File: src/rtl/sha256_pkg.sv
// ---------------------------------------------------------------------------
// sha256_pkg
// Shared definitions for the SHA-256 digest disassembler:
//   - sha256_digest_width_lp : width of one digest word (256 bits)
//   - sha256_state_e         : disassembler states (IDLE_S / SEND_S)
//   - beat_cnt_width_f       : beat counter width for N beats, never below 1
// ---------------------------------------------------------------------------
package sha256_pkg;

   localparam int unsigned sha256_digest_width_lp = 256;

   typedef enum logic [0:0] {
      IDLE_S = 1'b0,
      SEND_S = 1'b1
   } sha256_state_e;

   // A single-beat ring still needs a 1-bit counter so the port stays legal.
   function automatic int unsigned beat_cnt_width_f(input int unsigned n);
      return (n > 1) ? $clog2(n) : 1;
   endfunction

endpackage

File: src/rtl/sha256_beat_counter.sv
// ---------------------------------------------------------------------------
// sha256_beat_counter
// Index of the ring beat currently being presented.
// Ports:
//   clk_i    : clock
//   reset_i  : synchronous active-high reset (counter -> 0)
//   en_i     : block enable; low freezes the counter
//   clr_i    : restart at beat 0 (new digest captured)
//   inc_i    : advance to next beat (current beat consumed)
//   cnt_o    : current beat index
//   last_o   : current beat is the final beat (n_p-1)
// ---------------------------------------------------------------------------
module sha256_beat_counter
   import sha256_pkg::*;
#(
   parameter int unsigned n_p     = 8,
   parameter int unsigned cnt_w_p = 3
) (
   input  logic               clk_i,
   input  logic               reset_i,
   input  logic               en_i,
   input  logic               clr_i,
   input  logic               inc_i,
   output logic [cnt_w_p-1:0] cnt_o,
   output logic               last_o
);

   logic [cnt_w_p-1:0] cnt_q;
   logic [cnt_w_p-1:0] cnt_d;

   assign last_o = (cnt_q == cnt_w_p'(n_p - 1));
   assign cnt_o  = cnt_q;

   // Next count: clear wins; the final beat never wraps, a new digest clears it.
   always_comb begin
      cnt_d = cnt_q;
      if (en_i && clr_i) begin
         cnt_d = '0;
      end else if (en_i && inc_i && !last_o) begin
         cnt_d = cnt_q + cnt_w_p'(1);
      end else begin
         cnt_d = cnt_q;
      end
   end

   // Counter register.
   always_ff @(posedge clk_i) begin
      if (reset_i) begin
         cnt_q <= '0;
      end else begin
         cnt_q <= cnt_d;
      end
   end

endmodule

File: src/rtl/sha256_disassembler.sv
// ---------------------------------------------------------------------------
// sha256_disassembler
// Captures one 256-bit digest and streams it onto a ring as
// N = 256/ring_width_p beats, least-significant beat first.
// Ports:
//   clk_i    : clock
//   reset_i  : synchronous active-high reset
//   en_i     : block enable; low freezes state and hides both handshakes
//   v_i      : digest valid from hashing core
//   data_i   : 256-bit digest
//   ready_o  : block can accept a digest this cycle
//   v_o      : data_o carries a valid ring beat
//   data_o   : current ring beat
//   yumi_i   : downstream consumes the current beat
// id_p is an instance tag only; it does not influence the datapath.
// ---------------------------------------------------------------------------
module sha256_disassembler
   import sha256_pkg::*;
#(
   parameter int unsigned ring_width_p = 32,
   parameter              id_p         = "inv"
) (
   input  logic                    clk_i,
   input  logic                    reset_i,
   input  logic                    en_i,
   input  logic                    v_i,
   input  logic [255:0]            data_i,
   output logic                    ready_o,
   output logic                    v_o,
   output logic [ring_width_p-1:0] data_o,
   input  logic                    yumi_i
);

   localparam int unsigned dw_lp    = sha256_digest_width_lp;
   localparam int unsigned n_lp     = dw_lp / ring_width_p;
   localparam int unsigned cnt_w_lp = beat_cnt_width_f(n_lp);

   sha256_state_e state_q;
   sha256_state_e state_d;
   logic [dw_lp-1:0] data_q;
   logic [dw_lp-1:0] data_d;
   logic [n_lp-1:0][ring_width_p-1:0] beats;
   logic [cnt_w_lp-1:0] cnt;
   logic last;
   logic accept;
   logic consume;

   // Handshakes are qualified by reset so nothing fires while it is held.
   assign accept  = en_i & ~reset_i & (state_q == IDLE_S) & v_i;
   // yumi_i is only honoured while a beat is actually being offered.
   assign consume = en_i & ~reset_i & (state_q == SEND_S) & yumi_i;

   sha256_beat_counter #(
      .n_p     (n_lp),
      .cnt_w_p (cnt_w_lp)
   ) u_beat_counter (
      .clk_i   (clk_i),
      .reset_i (reset_i),
      .en_i    (en_i),
      .clr_i   (accept),
      .inc_i   (consume),
      .cnt_o   (cnt),
      .last_o  (last)
   );

   // Next state: capture on accept, return to IDLE once the last beat is taken.
   always_comb begin
      state_d = state_q;
      data_d  = data_q;
      if (accept) begin
         data_d  = data_i;
         state_d = SEND_S;
      end else if (consume && last) begin
         state_d = IDLE_S;
      end else begin
         state_d = state_q;
      end
   end

   // State and captured digest registers.
   always_ff @(posedge clk_i) begin
      if (reset_i) begin
         state_q <= IDLE_S;
         data_q  <= '0;
      end else begin
         state_q <= state_d;
         data_q  <= data_d;
      end
   end

   // Beats come from the captured copy, so data_i may change freely in SEND.
   assign beats   = data_q;
   assign data_o  = reset_i ? '0 : beats[cnt];
   assign ready_o = ~reset_i & en_i & (state_q == IDLE_S);
   assign v_o     = ~reset_i & en_i & (state_q == SEND_S);

endmodule

File: config.mk
export PLATFORM = sky130hd
export DESIGN_NAME = sha256_disassembler
export DESIGN_NICKNAME = d
export VERILOG_FILES = /design/src/rtl/sha256_pkg.sv /design/src/rtl/sha256_beat_counter.sv /design/src/rtl/sha256_disassembler.sv
export SDC_FILE = /design/constraint.sdc
export NUM_CORES = 1
export LEC_CHECK = 0
export BUFFER_PORTS_ARGS = -buffer_cell sky130_fd_sc_hd__buf_2
export CAP_MARGIN = 10
export CORE_MARGIN = 1.5
export CORE_UTILIZATION = 45
export CTS_CLUSTER_DIAMETER = 80
export CTS_CLUSTER_SIZE = 28
export DETAILED_ROUTE_END_ITERATION = 6
export PLACE_DENSITY = 0.72
export SLEW_MARGIN = 30
export SYNTH_ARGS = -nofsm -noshare
export SYNTH_HDL_FRONTEND = slang
export SYNTH_SLANG_ARGS = --single-unit
File: constraint.sdc
create_clock -name clk_i -period 1.6 [get_ports clk_i]
set_input_delay 0.16 -clock clk_i [delete_from_list [all_inputs] [get_ports clk_i]]
set_output_delay 0.16 -clock clk_i [all_outputs]
set_load 0.02 [all_outputs]
Word-level counts from Yosys, hierarchy flattened:

Index checks and enable logic that the tools add are counted.

* bits of input ports: 261
* flip-flop bits (word level): 260
* word-level logic and storage cells: 25

* bitwise logic cells: 7
* magnitude comparators: 1
* $add $sub $neg: 1
* reductions and logical operators: 7
* muxes and demuxes: 5
* eq/ne operators: 1

Operator list (number)
* binary-select mux 32 bit (select 3 bit): 1
* two-way mux 32 bit: 2
* bitwise AND 1 bit: 5
* logical AND 1 bit: 4
* < comparator 3 x 4 -> 1 bit (second input constant): 1
* adder 3 x 1 -> 3 bit (second input constant): 1
* == test 3 bit (second input constant): 1
* two-way mux 1 bit: 2
* inverter 1 bit: 2
* nonzero test 2 bit: 1
* OR reduction 2 bit: 1
* logical NOT 1 bit: 1

Depth between registers and ports, before layout:

Gate-level depths: netlist of the first run.

* word-level depth: 7
* gate-level depth with buffers: 7
* gate-level depth less buffers: 5

Hierarchy:

From an unflattened synthesis of the first run, not the netlist that was laid out.

* cells, all modules: 1281
* area, all modules: 11040.6 um2

By module, submodules not included
* sha256_disassembler: area each 10879.2 um2, times used 1, cells each 1268
* sha256_beat_counter: area each 161.4 um2, times used 1, cells each 13

Worst setup path after synthesis of the first run:

Ideal clock, no wire load.

* kind: reg2out
* start point: reg u_beat_counter.cnt_q[0], in the netlist u_beat_counter.cnt_o[0]
* end point: out data_o[25]
* setup slack: -4 ps
* cell stages (with the launch flop): 6
* data arrival time: 1444 ps
* buffers on the path: 2
* data required time: 1440 ps
* path through: dfxtp_1 -> buf_6 -> buf_6 -> mux4_2 -> mux2i_1 -> nor2_1

* cells in the longest elaborated chain, start to end: 3

Ends and longest elaborated chain
* start, declared: line sha256_beat_counter.sv:28 `logic [cnt_w_p-1:0] cnt_q;`
* start signal, assigned: line sha256_beat_counter.sv:51 `cnt_q <= cnt_d;`
* binary-select mux 32 bit (select 3 bit): line sha256_disassembler.sv:93 `assign data_o = reset_i ? '0 : beats[cnt];`
* two-way mux 32 bit (not written as such): line sha256_disassembler.sv:93
* two-way mux 32 bit: line sha256_disassembler.sv:93
* end, declared: line sha256_disassembler.sv:30 `output logic [ring_width_p-1:0] data_o,`

No other way between the ends. The select of a mux whose other input is x is not followed.

Final worst setup path of the first run:

* start point: reg u_beat_counter.cnt_q[0], in the netlist u_beat_counter.cnt_o[0]
* end point: out data_o[27]

The elaborated chain is that of the path after synthesis.

==> results of run 1 <==
path summary, 6_finish.rpt:
path / end / depth (start not counted) / slack [ps] / from
setup / recovery: data_o[27] / 6 / -730 / u_beat_counter.cnt_o[0]
hold / removal: beats[239] / 2 / -90 / reset_i
setup reg to reg: u_beat_counter.cnt_o[0] / 7 / -140 / u_beat_counter.cnt_o[0]
hold reg to reg: beats[125] / 2 / 460 / beats[125]
cell usage in the layout, fill, tap and decap left out, types with 2 or more instances in the layout:
master | netlist | final
a21oi_1 | 260 | 259
buf_12 | 2 | 16
buf_16 | 0 | 3
buf_2 | 40 | 278
buf_4 | 5 | 31
buf_6 | 6 | 2
clkbuf_16 | 0 | 19
dfxtp_1 | 260 | 256
dfxtp_2 | 0 | 2
dfxtp_4 | 0 | 2
diode_2 | 0 | 7
dlygate4sd3_1 | 0 | 248
ha_1 | 2 | 2
mux2i_1 | 32 | 30
mux4_2 | 64 | 64
nand2_1 | 512 | 512
nand2b_1 | 2 | 2
nand3_1 | 2 | 2
nor2_1 | 32 | 32
o21ai_1 | 3 | 2
registers in the layout, indices dropped and copies added, names as in the netlist:
name	flops
beats	256
state_q	1
u_beat_counter.cnt_o	3
cells in the mapped netlist (all sizes together):
cell,count
nand2,512
a21oi,260
dfxtp,260
buf,73
mux4,64
clkbuf,36
mux2i,32
nor2,32
o21ai,3
ha,2
nand2b,2
nand3,2
and4,1
and4bb,1
inv,1
nand3b,1
nand4bb,1
nor2b,1
nor3,1
nor3b,1
or3,1
cell families after synthesis:
| logic type | share of synthesized area, % |
|---|---|
| compound gates | 11.7 |
| fa+ha+maj | 0.223 |
| buf+inv | 7.00 |
| flops | 46.4 |
| mux | 15.7 |
| simple gates | 19.0 |
metal layers:
layer  GRT usage, %  vias up  part of all wire [%]
met3           6.04      136                    11
li1               -     5281                     -
met2           40.7      706                    42
met4           13.5        0                   4.7
met1           42.2     5309                    43
met5              0        -                     0
power by group through the flow:
stage | Clock, mW | Combinational, mW | Sequential, mW
5_1_grt | 4.04 | 1.83 | 6.85
3_5_place_dp | 0 | 1.13 | 6.96
2_1_floorplan | 0 | 0.681 | 6.89
3_3_place_gp | 0 | 1.11 | 6.97
4_1_cts | 3.83 | 1.62 | 6.82
6_report | 3.77 | 1.71 | 6.83
area by class of cell:
cell class / instances / area, sq um
sequential: 260 / 5220
clock buffer: 16 / 368
tap: 324 / 405
antenna: 7 / 17.5
inverter: 1 / 3.75
multi-input combinational: 917 / 5280
timing repair buffer: 584 / 4670
clock inverter: 2 / 21.3
fill: 1928 / 8400
through the flow:
stage	TNS (ps)	util [%]	total power [mW]	worst slack, ps
floorplan	-42.8	-	7.57	-2.14
global placement	-5030	52.5	8.07	-197
detailed placement	-5670	52.5	8.09	-227
CTS	-20150	64.7	12.3	-666
global route	-22800	65.5	12.7	-768
finish	-20710	65.5	12.3	-734
timing repair:
item | 4_1_cts | 5_1_grt
hold endpoints to repair | 256 | 8
buffers inserted | 5 | 1
cloned | 0 | 5
resized for setup | 17 | 14
pin swaps | 1 | 1
setup endpoints to repair | 36 | 38
==> impl_metrics.ini, run 1 <==
[power]
p_sw_mw = 3.02
p_comb_share_pct = 13.9
power.density_nw_per_um2 = 770
leakagePower_nw = 6.05
p_int_mw = 9.29
p_sw_share_pct = 24.5
p_clk_share_pct = 30.6
pwr-share-seq_pct = 55.5
ir_drop_mv = 0.532

[clock_network]
cts-htree-levels = 1
cts-buffers-inserted = 13
cts_hold_buffers = 248
cts_tree = yes
cts_root_buf = clkbuf_16
numClockSinks = 260
clk_pin_slew_worst_paths_ps = 100
clock_latency_ps = 500
clockBufferDepth = 3

[run_status]
outcome = finished with violations
violations = hold timing, setup timing

[route]
first_pass_iters = 6
vias_per_cell = 5.42
wl_per_cell_microns = 18.8
drcViolationCount = 0
vias = 11400
drt_iter0_markers = 1481
ant_nets = 0
finalWirelength_microns = 39700

[critical_path]
end_kind = primary output
path_class = register to primary output
cp_top_family = multiplexers
critPathSlowestCell = mux4_2
crit_chain = buf_12 > buf_16 > mux4_2 > mux2i_2 > nor2_1 > buf_2
path_buf_inv = 3
crit_fanout = 8
crit_arrival_ps = 2170
cp_slowest_stage_delay_ps = 560
cp-start-kind = register
required_ps = 1440

[final_layout]
final_area_sq_um = 16000
final_cells = 2111
drive_above_1_share_pct = 24.2
syn2layout_area_growth_pct = 42.4
nets = 2040

[sta]
max_slew_margin_pct = 70.2
setup_ws_ps = -734
min_period_over_period_pct = 146
worst_slew_pin_slew_ps = 447
slew_viol_final = 0
hold_ws_ps = -85.4
finalHoldViolCount = 8
skew_ps = 21.1
fmax_mhz = 428
rsz0062_at_grt = true
setup_violations = 35
period_needed_ps = 2330

[place]
dp_cells = 1827
post-dp-hpwl_microns = 24900
place_congestion = 0.919
portBuffers = 294
dpl-instance-area_sq_um = 12800

[logic_synthesis]
ys_seq_elements = 260
postSynthAreaPerCell_sq_um = 8.72
synthCells = 1287
post-synth-top-area-cell = dfxtp_1
yosys_warnings = 0
syn-num-nets = 1550
synth_top_area_share_pct = 46.4
yosysSeqAreaShare_pct = 46.4
ys_types = 26
netlist_top_cells_area = dfxtp_1 46%, nand2_1 17%, mux4_2 13%, a21oi_1 12%, mux2i_1 2.9%
synth_area_sq_um = 11200

[global_routing]
track_usage_pct = 28.9
overflow = 0
grt_pass1_wl_microns = 58800
first_global_vias = 10800
grt_max_degree = 101
antenna_found_initial = 6

[floorplanning]
die-height_microns = 161
dieArea_sq_um = 25900
dieWidth_microns = 161
start_util_pct = 46.0
row_count = 57
core_area_sq_um = 24400
ios = 295

[job]
maxCapViolations = 0

[worst_hold_path]
min_path_type = input port to register
Power figures use the tool's default switching activity.
==> run 2: changes to the inputs <==
--- a/config.mk
+++ b/config.mk
@@ -7,6 +7,7 @@
 export LEC_CHECK = 0
 export BUFFER_PORTS_ARGS = -buffer_cell sky130_fd_sc_hd__buf_2
 export CAP_MARGIN = 10
+export CORE_ASPECT_RATIO = 0.9
 export CORE_MARGIN = 1.5
 export CORE_UTILIZATION = 45
 export CTS_CLUSTER_DIAMETER = 80
==> impl_metrics.ini, run 2 (synthesis results as in run 1) <==
[run_status]
outcome = finished with violations
violations = DRC, setup timing

[route]
wl_per_cell_microns = 19.8
vias = 11700
ant_nets = 0
first_pass_iters = 7
drcViolationCount = 1
vias_per_cell = 5.48
finalWirelength_microns = 42400
drt_iter0_markers = 1664

[sta]
skew_ps = 10.4
max_slew_margin_pct = 63.0
setup_violations = 33
rsz0062_at_grt = true
fmax_mhz = 424
finalSetupTns_ps = -21110
min_period_over_period_pct = 147
period_needed_ps = 2360
setup_ws_ps = -760
worst_slew_pin_slew_ps = 555
finalHoldViolCount = 0
slew_viol_final = 0

[global_routing]
grt.met1_usage_pct = 46.8
globalRouteMet2Util_pct = 41.8
grt_pass1_wl_microns = 60900
overflow = 0
antenna_found_initial = 4
busiest_layer = met1
use_met3_pct = 6.40
grt_max_degree = 123
track_usage_pct = 30.6
first_global_vias = 10900

[critical_path]
required_ps = 1440
crit_fanout = 7
end_kind = primary output
crit_chain = buf_4 > clkbuf_16 > mux4_2 > mux2i_1 > nor2_1 > buf_2
cp-start-kind = register
cp_slowest_stage_delay_ps = 530
crit_arrival_ps = 2200
path_class = register to primary output
critPathSlowestCell = mux4_2

[place]
dpl-instance-area_sq_um = 13000
place_congestion = 0.967
post-dp-hpwl_microns = 26300
portBuffers = 294

[job]
maxCapViolations = 0

[final_layout]
nets = 2061
syn2layout_area_growth_pct = 45.4
fill_cells = 1876
multi_input_area_sq_um = 5290
utilization_pct = 66.9
final_common_cell = nand2_1
mostFrequentLayoutCells = 512 x nand2_1, 274 x buf_2, 259 x a21oi_1, 256 x dfxtp_1, 256 x dlygate4sd3_1
drive_above_1_share_pct = 24.7
largest_register_ffs = 256
final_area_sq_um = 16300
regArea_sq_um = 5220

[power]
ir_drop_mv = 0.595
leakagePower_nw = 6.20
power.density_nw_per_um2 = 785

[worst_hold_path]
min_path_type = input port to register

[clock_network]
clockBufferDepth = 3
cts_tree = yes
cts-buffers-inserted = 14
clk_pin_slew_worst_paths_ps = 100
cts_root_buf = clkbuf_16
numClockSinks = 260
cts-htree-levels = 1
clock_latency_ps = 490

[floorplanning]
core_area_sq_um = 24400
ios = 295
die-height_microns = 153
row_count = 54
start_util_pct = 46.0
dieArea_sq_um = 25900
dieWidth_microns = 169
-- run 2: cell count changes in the layout (fill, tap and decap cells not counted), moves of 2 or more --
| cell | change |
|---|---|
| inv_6 | +2 |
| mux2i_1 | +2 |
| clkbuf_8 | +2 |
| buf_2 | -4 |
| diode_2 | -3 |
| buf_12 | +7 |
| dlygate4sd3_1 | +8 |
| buf_4 | +7 |
-- run 2: worst paths after layout --
path                           start                       to  slack (ps)  cells after the start
max          u_beat_counter.cnt_o[0]                data_o[6]        -760                      6
min reg2reg               beats[196]               beats[196]         460                      2
min                              v_i                  state_q          50                      3
max reg2reg  u_beat_counter.cnt_o[0]  u_beat_counter.cnt_o[0]         -40                      6
-- run 2: routing by layer --
| metal | wire length, microns | share of wire, % |
|---|---|---|
| met1 | 18600 | 44 |
| met3 | 4860 | 11 |
| met2 | 17000 | 40 |
| met4 | 2030 | 4.8 |
| met5 | 0 | 0 |
-- run 2: worst max-delay path, delay by kind of cell (launching register included) --
kind | cells | cell delay, ps
simple gates | 1 | 60
mux | 2 | 720
buf+inv | 3 | 550
flops | 1 | 370
-- run 2: what timing repair did --
item | in CTS | in global routing
hold buffers | 256 | 0
buffers inserted | 1 | 7
resized for setup | 15 | 14
gates cloned | 1 | 6
setup endpoints to repair | 200 | 102
pin swaps | 1 | 3
hold endpoints to repair | 256 | 0
-- run 2: layout make-up --
class	count	share of cell area (%)
multi-input cells	918	32.4
flip-flops and latches	260	32.0
clock inverters	5	0.307
diodes	4	0.0613
inverters	1	0.0230
repair buffers	603	30.1
clock buffers	18	2.55
well taps	336	2.58
-- run 2: power breakdown --
part           total [mW]  switching [mW]  internal, mW
Combinational        1.78           0.784         0.999
Sequential           6.85           0.178          6.67
Clock                4.18            2.25          1.92
Total                12.8            3.22          9.59
-- run 2: metrics by stage --
stage | setup slack, ps | hold slack (ps) | instances | total power, mW
2_1_floorplan | -2.14 | 296 | 1287 | 7.57
3_3_place_gp | -114 | 402 | 1847 | 8.13
3_5_place_dp | -135 | 406 | 1847 | 8.14
4_1_cts | -670 | 37.5 | 2128 | 12.7
5_1_grt | -832 | 69.5 | 2145 | 13.2
6_report | -760 | 51.4 | 2145 | 12.8
